<file path="src/rtl/stream_idle_demux_pkg.sv">
`default_nettype none
// ============================================================================
//  Module      : stream_idle_demux_pkg
//  Description : Shared constants for the main-link stream demux: control
//                symbol codes, region_sel encodings (common with the
//                source-side stream mux), FSM state enum and timer width.
//  Revision    : 1.0  initial release
// ============================================================================
package stream_idle_demux_pkg;

  // Control (K) symbol codes
  localparam logic [7:0] K_BS = 8'hBC;  // blanking start
  localparam logic [7:0] K_BE = 8'hFB;  // blanking end
  localparam logic [7:0] K_SR = 8'h1C;  // scrambler reset (acts like BS)
  localparam logic [7:0] K_FS = 8'hFE;  // fill start
  localparam logic [7:0] K_FE = 8'hF7;  // fill end

  // region_sel encodings
  localparam logic [1:0] REGION_ACTIVE = 2'b10;
  localparam logic [1:0] REGION_BLANK  = 2'b01;
  localparam logic [1:0] REGION_IDLE   = 2'b00;

  // Width of the BS/SR timeout counter
  localparam int TMR_W = 14;

  typedef enum logic [2:0] {
    ST_IDLE   = 3'd0,
    ST_HDR    = 3'd1,
    ST_BLANK  = 3'd2,
    ST_ACTIVE = 3'd3,
    ST_FILL   = 3'd4
  } demux_state_e;

  // Region reported for a symbol classified in a given state
  function automatic logic [1:0] region_of(input demux_state_e st);
    case (st)
      ST_ACTIVE, ST_FILL: region_of = REGION_ACTIVE;
      ST_HDR, ST_BLANK:   region_of = REGION_BLANK;
      default:            region_of = REGION_IDLE;
    endcase
  endfunction

endpackage
`default_nettype wire

</file>
<file path="src/rtl/stream_idle_demux_if.sv">
`default_nettype none
// ============================================================================
//  Module      : stream_idle_demux_if
//  Description : Symbol input and demultiplexed output bundle of the
//                stream_idle_demux. The slave modport is the demux itself,
//                the master modport is whoever feeds and observes it.
//  Revision    : 1.0  initial release
// ============================================================================
interface stream_idle_demux_if;
  logic [7:0] in_symbols;
  logic       in_control_sym_flag;
  logic       in_valid;

  logic [7:0] active_symbols;
  logic       active_valid;
  logic [7:0] blank_symbols;
  logic       blank_control_sym_flag;
  logic       blank_valid;
  logic       idle_valid;
  logic [1:0] region_sel;
  logic [7:0] vbid;
  logic [7:0] mvid;
  logic [7:0] maud;
  logic       hdr_valid;
  logic       sym_err;
  logic       sync_lost;

  modport slave (
    input  in_symbols, in_control_sym_flag, in_valid,
    output active_symbols, active_valid, blank_symbols, blank_control_sym_flag,
           blank_valid, idle_valid, region_sel, vbid, mvid, maud, hdr_valid,
           sym_err, sync_lost
  );

  modport master (
    output in_symbols, in_control_sym_flag, in_valid,
    input  active_symbols, active_valid, blank_symbols, blank_control_sym_flag,
           blank_valid, idle_valid, region_sel, vbid, mvid, maud, hdr_valid,
           sym_err, sync_lost
  );
endinterface
`default_nettype wire

</file>
<file path="src/rtl/stream_idle_demux_bs_timer.sv">
`default_nettype none
// ============================================================================
//  Module      : stream_bs_timer
//  Description : Counts valid symbols since the last BS/SR. expire_o flags
//                (combinationally) the symbol that reaches BS_TIMEOUT;
//                sync_lost_o is the registered one-cycle pulse aligned with
//                the demux outputs. The count holds at BS_TIMEOUT until the
//                next BS/SR so the pulse fires only once per loss.
//  Revision    : 1.0  initial release
// ============================================================================
module stream_bs_timer
  import stream_idle_demux_pkg::*;
#(
  parameter int BS_TIMEOUT = 8192
) (
  input  logic clk,
  input  logic rst_n,       // active-high asynchronous reset
  input  logic restart_i,   // valid BS/SR seen
  input  logic inc_i,       // valid symbol that counts toward the timeout
  output logic expire_o,
  output logic sync_lost_o
);

  localparam logic [TMR_W-1:0] LIMIT    = BS_TIMEOUT[TMR_W-1:0];
  localparam int               LIMIT_I1 = BS_TIMEOUT - 1;
  localparam logic [TMR_W-1:0] LIMIT_M1 = LIMIT_I1[TMR_W-1:0];

  logic [TMR_W-1:0] cnt_q;
  logic [TMR_W-1:0] cnt_d;
  logic             sync_lost_q;

  // Next count: restart on BS/SR, otherwise saturate at the limit
  always_comb begin
    cnt_d    = cnt_q;
    expire_o = 1'b0;
    if (restart_i) begin
      cnt_d = '0;
    end else if (inc_i && (cnt_q < LIMIT)) begin
      cnt_d    = cnt_q + TMR_W'(1);
      expire_o = (cnt_q == LIMIT_M1);
    end
  end

  // Count register and registered loss pulse
  always_ff @(posedge clk or posedge rst_n) begin
    if (rst_n) begin
      cnt_q       <= '0;
      sync_lost_q <= 1'b0;
    end else begin
      cnt_q       <= cnt_d;
      sync_lost_q <= expire_o;
    end
  end

  assign sync_lost_o = sync_lost_q;

endmodule
`default_nettype wire

</file>
<file path="src/rtl/stream_idle_demux.sv">
`default_nettype none
// ============================================================================
//  Module      : stream_idle_demux
//  Description : Splits a one-lane post-descramble main-link symbol stream
//                into active (pixel), blanking and idle paths, captures the
//                VB-ID/Mvid/Maud header after each BS/SR, flags illegal
//                control symbols and detects loss of BS cadence.
//                Every output is registered, one clock after its symbol.
//  Revision    : 1.0  initial release
// ============================================================================
module stream_idle_demux
  import stream_idle_demux_pkg::*;
#(
  parameter int BS_TIMEOUT = 8192
) (
  input  logic                 clk,
  input  logic                 rst_n,   // active-high asynchronous reset
  stream_idle_demux_if.slave   bus
);

  demux_state_e state_q;
  logic [1:0]   hdr_idx_q;
  logic [7:0]   hdr0_q;       // header bytes held until all three arrive
  logic [7:0]   hdr1_q;
  logic [7:0]   active_sym_q;
  logic         active_valid_q;
  logic [7:0]   blank_sym_q;
  logic         blank_flag_q;
  logic         blank_valid_q;
  logic         idle_valid_q;
  logic [1:0]   region_q;
  logic [7:0]   vbid_q;
  logic [7:0]   mvid_q;
  logic [7:0]   maud_q;
  logic         hdr_valid_q;
  logic         sym_err_q;

  logic [7:0]   w_sym;
  logic         w_k;
  logic         w_bs_sr;
  logic         w_inc;
  logic         w_expire;
  logic         w_sync_lost;

  // Input decode: BS/SR restart, and which symbols age the timer
  always_comb begin
    w_sym   = bus.in_symbols;
    w_k     = bus.in_control_sym_flag;
    w_bs_sr = bus.in_valid && w_k && ((w_sym == K_BS) || (w_sym == K_SR));
    // Header bytes belong to the BS sequence and do not age the timer
    w_inc   = bus.in_valid && !w_bs_sr && (state_q != ST_HDR);
  end

  stream_bs_timer #(
    .BS_TIMEOUT (BS_TIMEOUT)
  ) u_bs_timer (
    .clk         (clk),
    .rst_n       (rst_n),
    .restart_i   (w_bs_sr),
    .inc_i       (w_inc),
    .expire_o    (w_expire),
    .sync_lost_o (w_sync_lost)
  );

  // Region FSM with registered path outputs
  always_ff @(posedge clk or posedge rst_n) begin
    if (rst_n) begin
      state_q        <= ST_IDLE;
      hdr_idx_q      <= 2'd0;
      hdr0_q         <= 8'h00;
      hdr1_q         <= 8'h00;
      active_sym_q   <= 8'h00;
      active_valid_q <= 1'b0;
      blank_sym_q    <= 8'h00;
      blank_flag_q   <= 1'b0;
      blank_valid_q  <= 1'b0;
      idle_valid_q   <= 1'b0;
      region_q       <= REGION_IDLE;
      vbid_q         <= 8'h00;
      mvid_q         <= 8'h00;
      maud_q         <= 8'h00;
      hdr_valid_q    <= 1'b0;
      sym_err_q      <= 1'b0;
    end else begin
      active_valid_q <= 1'b0;
      blank_valid_q  <= 1'b0;
      idle_valid_q   <= 1'b0;
      hdr_valid_q    <= 1'b0;
      sym_err_q      <= 1'b0;
      region_q       <= region_of(state_q);

      if (bus.in_valid) begin
        if (w_bs_sr) begin
          // BS/SR restarts framing from any state
          state_q       <= ST_HDR;
          hdr_idx_q     <= 2'd0;
          blank_valid_q <= 1'b1;
          blank_sym_q   <= w_sym;
          blank_flag_q  <= 1'b1;
        end else if (w_expire) begin
          // Cadence lost: this symbol is already treated as idle
          state_q      <= ST_IDLE;
          idle_valid_q <= 1'b1;
          region_q     <= REGION_IDLE;
        end else begin
          case (state_q)
            ST_IDLE: begin
              if (w_k) sym_err_q    <= 1'b1;
              else     idle_valid_q <= 1'b1;
            end

            ST_HDR: begin
              if (w_k) begin
                // Broken header: keep the previous fields
                sym_err_q <= 1'b1;
                state_q   <= ST_BLANK;
              end else begin
                hdr_idx_q <= hdr_idx_q + 2'd1;
                case (hdr_idx_q)
                  2'd0:    hdr0_q <= w_sym;
                  2'd1:    hdr1_q <= w_sym;
                  default: begin
                    vbid_q      <= hdr0_q;
                    mvid_q      <= hdr1_q;
                    maud_q      <= w_sym;
                    hdr_valid_q <= 1'b1;
                    // VB-ID bit 3 = NoVideoStream
                    state_q     <= hdr0_q[3] ? ST_IDLE : ST_BLANK;
                  end
                endcase
              end
            end

            ST_BLANK: begin
              if (!w_k || (w_sym == K_BE)) begin
                blank_valid_q <= 1'b1;
                blank_sym_q   <= w_sym;
                blank_flag_q  <= w_k;
                if (w_k) state_q <= ST_ACTIVE;
              end else begin
                sym_err_q <= 1'b1;
              end
            end

            ST_ACTIVE: begin
              if (!w_k) begin
                active_valid_q <= 1'b1;
                active_sym_q   <= w_sym;
              end else if (w_sym == K_FS) begin
                state_q <= ST_FILL;
              end else if (w_sym != K_FE) begin
                sym_err_q <= 1'b1;
              end
            end

            ST_FILL: begin
              // Fill content is dropped silently
              if (w_k) begin
                if (w_sym == K_FE)      state_q   <= ST_ACTIVE;
                else if (w_sym != K_FS) sym_err_q <= 1'b1;
              end
            end

            default: state_q <= ST_IDLE;
          endcase
        end
      end
    end
  end

  assign bus.active_symbols         = active_sym_q;
  assign bus.active_valid           = active_valid_q;
  assign bus.blank_symbols          = blank_sym_q;
  assign bus.blank_control_sym_flag = blank_flag_q;
  assign bus.blank_valid            = blank_valid_q;
  assign bus.idle_valid             = idle_valid_q;
  assign bus.region_sel             = region_q;
  assign bus.vbid                   = vbid_q;
  assign bus.mvid                   = mvid_q;
  assign bus.maud                   = maud_q;
  assign bus.hdr_valid              = hdr_valid_q;
  assign bus.sym_err                = sym_err_q;
  assign bus.sync_lost              = w_sync_lost;

endmodule
`default_nettype wire

</file>
<file path="src/flat_wrapper.sv">
// flat-port wrapper written by rule: the top's interface ports become plain ports
module stream_idle_demux_flat import stream_idle_demux_pkg::*;
#(
  parameter int BS_TIMEOUT = 8192
)
  (clk, rst_n, bus_in_symbols, bus_in_control_sym_flag, bus_in_valid, bus_active_symbols, bus_active_valid, bus_blank_symbols, bus_blank_control_sym_flag, bus_blank_valid, bus_idle_valid, bus_region_sel, bus_vbid, bus_mvid, bus_maud, bus_hdr_valid, bus_sym_err, bus_sync_lost);
  stream_idle_demux_if bus_i ();
  input  logic clk;
  input  logic rst_n;
  input wire logic [$bits(bus_i.in_symbols)-1:0] bus_in_symbols;
  input wire logic [$bits(bus_i.in_control_sym_flag)-1:0] bus_in_control_sym_flag;
  input wire logic [$bits(bus_i.in_valid)-1:0] bus_in_valid;
  output wire logic [$bits(bus_i.active_symbols)-1:0] bus_active_symbols;
  output wire logic [$bits(bus_i.active_valid)-1:0] bus_active_valid;
  output wire logic [$bits(bus_i.blank_symbols)-1:0] bus_blank_symbols;
  output wire logic [$bits(bus_i.blank_control_sym_flag)-1:0] bus_blank_control_sym_flag;
  output wire logic [$bits(bus_i.blank_valid)-1:0] bus_blank_valid;
  output wire logic [$bits(bus_i.idle_valid)-1:0] bus_idle_valid;
  output wire logic [$bits(bus_i.region_sel)-1:0] bus_region_sel;
  output wire logic [$bits(bus_i.vbid)-1:0] bus_vbid;
  output wire logic [$bits(bus_i.mvid)-1:0] bus_mvid;
  output wire logic [$bits(bus_i.maud)-1:0] bus_maud;
  output wire logic [$bits(bus_i.hdr_valid)-1:0] bus_hdr_valid;
  output wire logic [$bits(bus_i.sym_err)-1:0] bus_sym_err;
  output wire logic [$bits(bus_i.sync_lost)-1:0] bus_sync_lost;
  assign bus_i.in_symbols = bus_in_symbols;
  assign bus_i.in_control_sym_flag = bus_in_control_sym_flag;
  assign bus_i.in_valid = bus_in_valid;
  assign bus_active_symbols = bus_i.active_symbols;
  assign bus_active_valid = bus_i.active_valid;
  assign bus_blank_symbols = bus_i.blank_symbols;
  assign bus_blank_control_sym_flag = bus_i.blank_control_sym_flag;
  assign bus_blank_valid = bus_i.blank_valid;
  assign bus_idle_valid = bus_i.idle_valid;
  assign bus_region_sel = bus_i.region_sel;
  assign bus_vbid = bus_i.vbid;
  assign bus_mvid = bus_i.mvid;
  assign bus_maud = bus_i.maud;
  assign bus_hdr_valid = bus_i.hdr_valid;
  assign bus_sym_err = bus_i.sym_err;
  assign bus_sync_lost = bus_i.sync_lost;
  stream_idle_demux #(.BS_TIMEOUT(BS_TIMEOUT)) u_core (.clk(clk), .rst_n(rst_n), .bus(bus_i));
endmodule
</file>
<file path="config.mk">
export PLATFORM = sky130hd
export DESIGN_NAME = stream_idle_demux_flat
export DESIGN_NICKNAME = d
export VERILOG_FILES = /design/src/rtl/stream_idle_demux_pkg.sv /design/src/rtl/stream_idle_demux_if.sv /design/src/rtl/stream_idle_demux_bs_timer.sv /design/src/rtl/stream_idle_demux.sv /design/src/flat_wrapper.sv
export SDC_FILE = /design/constraint.sdc
export NUM_CORES = 1
export LEC_CHECK = 0
export CAP_MARGIN = 40
export CORE_UTILIZATION = 45
export DETAILED_ROUTE_END_ITERATION = 8
export PLACE_DENSITY = 0.72
export SYNTH_ARGS = -nofsm -noshare
export SYNTH_HDL_FRONTEND = slang
export SYNTH_HIERARCHICAL = 1
export SYNTH_SLANG_ARGS = --single-unit
</file>
<file path="constraint.sdc">
create_clock -name clk -period 2.6 [get_ports clk]
set_input_delay 0.39 -clock clk [delete_from_list [all_inputs] [get_ports clk]]
set_output_delay 0.39 -clock clk [all_outputs]
set_load 0.05 [all_outputs]
</file>
; ---- Word-level counts from Yosys, hierarchy flattened
; Cells that the tools add are included.
[word_totals]
register_bits = 84
inputBits = 12
output_inout_bits = 49
elab_cells = 139
[op_classes]
n_addsub = 2
order_cmp = 1
n_eq_ne = 24
muxes = 64
bitwise = 4
reduce_logical = 26
[ops]
columns = cell, count
row1 = 2-to-1 mux 1 bit, 37
row2 = "== test 8 bit, second input constant", 4
row3 = 2-to-1 mux 8 bit, 4
row4 = 2-to-1 mux 3 bit, 10
row5 = 2-to-1 mux 14 bit, 2
row6 = AND reduction 6 bit, 3
row7 = 2-to-1 mux 2 bit, 8
row8 = "!= test 8 bit, second input constant", 2
row9 = case mux 3 bit (5 select lines), 1
row10 = "adder 14 x 1 -> 14 bit, second input constant", 1
row11 = "== test 14 x 13 -> 1 bit, second input constant", 1
row12 = "less-than comparator 14 bit, second input constant", 1
row13 = "!= test 4 x 3 -> 1 bit, second input constant", 3
row14 = "!= test 4 bit, second input constant", 3
row15 = AND reduction 9 bit, 1
row16 = "== test 8 x 5 -> 1 bit, second input constant", 1
row17 = AND reduction 4 bit, 2
row18 = nonzero test 2 bit, 4
row19 = OR reduction 2 bit, 4
row20 = "== test 3 x 2 -> 1 bit, second input constant", 2
row21 = logical AND 1 bit, 5
row22 = "!= test 5 bit, second input constant", 1
row23 = AND reduction 5 bit, 1
row24 = inverter 1 bit, 4
row25 = 14 further kinds, 16

; ---- Depth between registers and ports, before layout
[depth]
depth_word = 12
mapped_depth = 14
mapped_depth_nobuf = 11

; ---- Modules after synthesis
; The synthesis kept the hierarchy.
[modules_own_cells]
columns = mod, instances, cells_per_inst, area_each_um2, seq_area_each_um2
row1 = stream_idle_demux, 1, 220, 2965.3, 1726.7
row2 = stream_bs_timer, 1, 77, 807.0, 375.4

; ---- Worst setup path before layout
; OpenSTA, ideal clock, no wires.
[synth_path]
kind = input to register
startpoint = input bus_in_control_sym_flag
endpoint = register u_core.mvid_q[2], in the netlist u_core/bus.mvid[2]
setup_ps = 128
t_arrival_ps = 3143
required_ps = 2472
setup_slack_ps = -670
stages = 14
path_buffers = 4
cell_sequence = buf_2 > and4bb_2 > nand3_1 > inv_1 > clkbuf_1 > nand2b_1 > or4_4 > nor3_1 > clkbuf_1 > nor2_1 > nor4b_4 > nand2_2 > buf_2 > mux2_1
[synth_via]
elab_chain_cells = 10
elab_cells_between_ends = 12
cone_classes = 2 x mux / 3 x bitwise / 7 x reduce/logical
[synth_rtl]
columns = element, line_no
row1 = "start, declared", flat_wrapper.sv:11  ; input wire logic [$bits(bus_i.in_control_sym_flag)-1:0] bus_in_control_sym_flag;
row2 = logical AND 1 bit * (2 in a row), stream_idle_demux.sv:49  ; w_bs_sr = bus.in_valid && w_k && ((w_sym == K_BS) || (w_sym == K_SR));
row3 = via u_core.w_bs_sr, stream_idle_demux.sv:40  ; logic w_bs_sr;
row4 = zero test 1 bit, stream_idle_demux.sv:51  ; w_inc = bus.in_valid && !w_bs_sr && (state_q != ST_HDR);
row5 = logical AND 1 bit (2 in a row), stream_idle_demux.sv:51
row6 = logical AND 1 bit, stream_idle_demux_bs_timer.sv:38  ; end else if (inc_i && (cnt_q < LIMIT)) begin
row7 = 2-to-1 mux 1 bit, stream_idle_demux_bs_timer.sv:38
row8 = 2-to-1 mux 1 bit *, stream_idle_demux_bs_timer.sv:36  ; if (restart_i) begin
row9 = via u_core.w_expire, stream_idle_demux.sv:42  ; logic w_expire;
row10 = inverter 1 bit (no source line) *, -
row11 = AND reduction 6 bit (no source line) *, -
row12 = "end signal, assigned", stream_idle_demux.sv:124  ; mvid_q <= hdr1_q;
row13 = "end, declared", stream_idle_demux.sv:33  ; logic [7:0] mvid_q;
; The timed path passes the listed nets; every way through them passes the cells marked *.
; A chain may end at the register's enable or synchronous reset.

; ---- Worst setup path after layout
[layout_path]
startpoint = input bus_in_symbols[2]
endpoint = register u_core.state_q[1]
[layout_via]
elab_chain_cells = 11
elab_cells_between_ends = 25
cone_classes = 13 x eq/ne / 4 x mux / 8 x reduce/logical
[layout_rtl]
columns = element, line_no
row1 = "start, declared", flat_wrapper.sv:10  ; input wire logic [$bits(bus_i.in_symbols)-1:0] bus_in_symbols;
row2 = == test 8 bit / == test 8 x 5 -> 1 bit (equally long branches), stream_idle_demux.sv:49
row3 = logical OR 1 bit *, stream_idle_demux.sv:49
row4 = logical AND 1 bit *, stream_idle_demux.sv:49
row5 = via u_core.w_bs_sr, stream_idle_demux.sv:40
row6 = zero test 1 bit, stream_idle_demux.sv:51
row7 = logical AND 1 bit (2 in a row), stream_idle_demux.sv:51
row8 = logical AND 1 bit, stream_idle_demux_bs_timer.sv:38
row9 = 2-to-1 mux 1 bit, stream_idle_demux_bs_timer.sv:38
row10 = 2-to-1 mux 1 bit *, stream_idle_demux_bs_timer.sv:36
row11 = via u_core.w_expire, stream_idle_demux.sv:42
row12 = != test 5 bit (no source line) (tied with other cells), -
row13 = AND reduction 9 bit (no source line) / 2-to-1 mux 3 bit (equally long branches), -
row14 = "end signal, assigned", stream_idle_demux.sv:128  ; state_q <= hdr0_q[3] ? ST_IDLE : ST_BLANK;
row15 = "end, declared", stream_idle_demux.sv:21  ; demux_state_e state_q;
; Marks and branches as above.

==> results.cfg <==
[status]
run_status = finished clean

[placement]
place_area_um2 = 4826
place_congestion = 0.8476
dp_hpwl_um = 5958
pre_cts_ws_ps = -512.1
place_inst = 486
portBuffers = 60

[critical_path]
startpoint_type = input pin
required_ps = 2840
cp.arrival_ps = 2740
endpoint_kind = register
cp_max_fo = 4
crit_family = simple AND/OR/NAND/NOR gates
critPathSlowestCell = or4_4
cp_num_buf_inv = 4
path_class = input pin to register
worst_path_largest_cell_delay_ps = 440
cp_cell_sequence = clkdlybuf4s15_1 -> and4b_1 -> nand3_4 -> inv_2 -> nand2b_4 -> or4_4 -> nor3_4 -> buf_4 -> buf_4 -> o21a_1 -> a31oi_4 -> and2_1 -> a311o_1
crit_top_cell = buf_4

[global_routing]
grt_pass1_wl_um = 15110
antenna_found_initial = 0
grtUsageTotal_pct = 23.06
grt_pass1_vias = 2862
globalRouteOverflowTotal = 0
grt_max_degree = 70

[synth]
synth_compound_area_share_pct = 6.899
synth_top_area_cell = dfrtp_1
synth_top_cell_area_share_pct = 55.72
synth_top_family_by_area = multiplexers
synth.cell_area_um2 = 3772
synth_nets = 312
synth-adder-area-share_pct = 0.9950
ys.flop_type = dfrtp_1
ys_seq_elements = 84
synth-seq-area-share_pct = 55.72
synth_simple_gate_area_share_pct = 13.80
syn-instance-count = 297
synth_area_leaders = dfrtp_1 (56%), mux2_2 (12%), mux2_1 (5.7%), nor2_1 (1.8%), inv_1 (1.5%)
synth_edf_count = 0
yosysWarnings = 6
synth_mux_area_share_pct = 18.44
ys_types = 55
synth.avg_cell_area_um2 = 12.70
synthXorXnorAreaFrac_pct = 1.161
async_flop_share_pct = 100.0

[cts]
clock_path_buffers = 2
cts_buffers = 9
clkSinkCount = 84
clk_latency_ps = 360
cts_root_buffer = clkbuf_8
cts_hold_buf = 0
clk_pin_slew_ps = 90
cts_tree = yes
htree_levels = 3

[die]
die_w_um = 93.56
dieArea_um2 = 8753
start_util_pct = 46.14
design.core.area_um2 = 8175
fp.dieH_um = 93.56
rows = 33
io-pin-count = 61

[detailed_routing]
via_per_inst = 5.469
ant_nets = 0
routed_wl_um = 9281
wl_per_cell_um = 17.99
drc = 0
dr_total_vias = 2822
first_pass_iters = 4
first_iter_violations = 126

[power_and_ir_drop]
p_total_mw = 6.060
leakage_nw = 2.460
power_density_nw_per_um2 = 1154
irDropWorstVdd_mv = 0.7974

[timing]
final.min_clock_period_ps = 2502
finalMaxSlewViolations = 0
max_freq_mhz = 399.8
fin_crit_sh_pct = 96.21
rsz0062_at_grt = false
hold_violations = 0
setup_tns_ps = 0
worst_pin_slew_ps = 575.9
finalClockSkew_ps = 10.02
setup_ws_ps = 98.46
relSlewSlack_pct = 61.57
holdWs_ps = 435.4
setup_viol = 0

[finish]
stdcell_count = 516
post-route-util_pct = 64.25
antenna_cells = 0
areaGrowthSynthToFinish_pct = 39.24
layout.nets = 421
drive_gt1_share_pct = 36.25
final_cell_area_um2 = 5253

[job]
max_cap_viol_count = 0

[min_path]
holdCritPathClass = input pin to asynchronous set/reset pin
-- Yosys cell counts, types with 2 or more instances --
cell type  number
and4b_1         3
nand3_1         5
nand4_1         4
nor4_1          5
buf_2           3
o31ai_1         3
dfrtp_1        84
clkbuf_1        6
or3b_1          2
nand2_1        13
a21oi_1         8
or3_1           3
or4_1           2
ha_1            3
nor2_1         18
o21ai_0        10
inv_1          15
nor3_1          2
nand3b_1        2
nor2b_1         6
mux2i_1         2
mux2_2         41
xnor2_1         5
nand2b_1        3
mux2_1         19
-- state kept, by name, indices dropped and copies added, names as in the netlist, 8 cells and up --
name	cells
u_core/bus.active_symbols	8
u_core/bus.blank_symbols	8
u_core/bus.maud	8
u_core/bus.mvid	8
u_core/bus.vbid	8
u_core/hdr0_q	8
u_core/hdr1_q	8
u_core/u_bs_timer/cnt_q	14
-- where the power goes --
part / switching, mW / internal (mW) / leakage [nW]
registers: 0.289 / 1.79 / 1.07
clock network: 0.501 / 0.451 / 0.0975
logic: 1.80 / 1.23 / 1.29
-- worst paths after layout --
kind,start,slack (ps),cells after the start,endpoint
setup reg to reg,u_core/u_bs_timer/cnt_q[5],160,9,u_core/state_q[1]
hold reg to reg,u_core/hdr1_q[0],490,1,u_core/bus.mvid[0]
max in group asynchronous,rst_n,1780,2,u_core/u_bs_timer/cnt_q[8]
min in group clk,bus_in_symbols[1],450,3,u_core/bus.maud[1]
setup / recovery,bus_in_symbols[2],100,13,u_core/state_q[1]
hold / removal,rst_n,440,2,u_core/u_bs_timer/cnt_q[12]
-- area by class of cell --
class / count / area [um2]
clock inverters: 7 / 75.07
well taps: 105 / 131.4
clock buffers: 9 / 123.9
inverters: 15 / 56.30
flip-flops and latches: 84 / 2102
multi-input cells: 187 / 1693
repair buffers: 109 / 1071
fillers: 607 / 2923
-- worst reg2reg max path, delay by kind of cell (launching register included) --
kind | cells | cell delay (ps)
buffers and inverters | 2 | 270
AND/OR/NAND/NOR | 4 | 1070
flip-flops | 1 | 450
AO/OA/AOI/OAI | 3 | 530
-- cells by family (layout without fill, tap and decap cells) --
group,after synthesis,after routing
buffers and inverters,26,140
xor gates and xnor gates,5,5
AOI/OAI and AO/OA,36,36
adders and majority gates,3,3
DFF,84,84
and+or+nand+nor,81,81
muxes,62,62
-- what timing repair did --
action | CTS | global route
setup endpoints to repair | 49 | 51
gates cloned | 2 | 0
gates resized for setup | 37 | 15
pin swaps | 7 | 11
buffers inserted | 11 | 2
-- metal layers --
layer	vias to the layer above	share of wire [%]	wire length [um]	GRT usage, %
li1	1288	-	-	-
met3	27	5.1	470	4.228
met2	102	48	4417	35.11
met1	1405	44	4095	31.23
met5	-	0	0	0
met4	0	3.2	298	12.44
-- cells in the final DEF, fill, tap and decap left out, types with 3 or more instances in the layout --
master / instances
nand2_1: 12
o21ai_0: 10
a21oi_1: 8
mux2_1: 7
nand3_4: 3
clkdlybuf4s50_1: 50
and4b_1: 3
inv_1: 13
dfrtp_1: 84
o31ai_1: 3
nor2b_1: 5
or3_1: 3
clkbuf_8: 9
nor2_1: 16
xnor2_1: 5
buf_2: 4
nand3_1: 3
clkdlybuf4s15_1: 3
buf_12: 7
mux2_2: 38
nand4_1: 4
nor4_1: 5
ha_1: 3
buf_4: 39
mux2_4: 15
(Power assumes the default switching activity.)
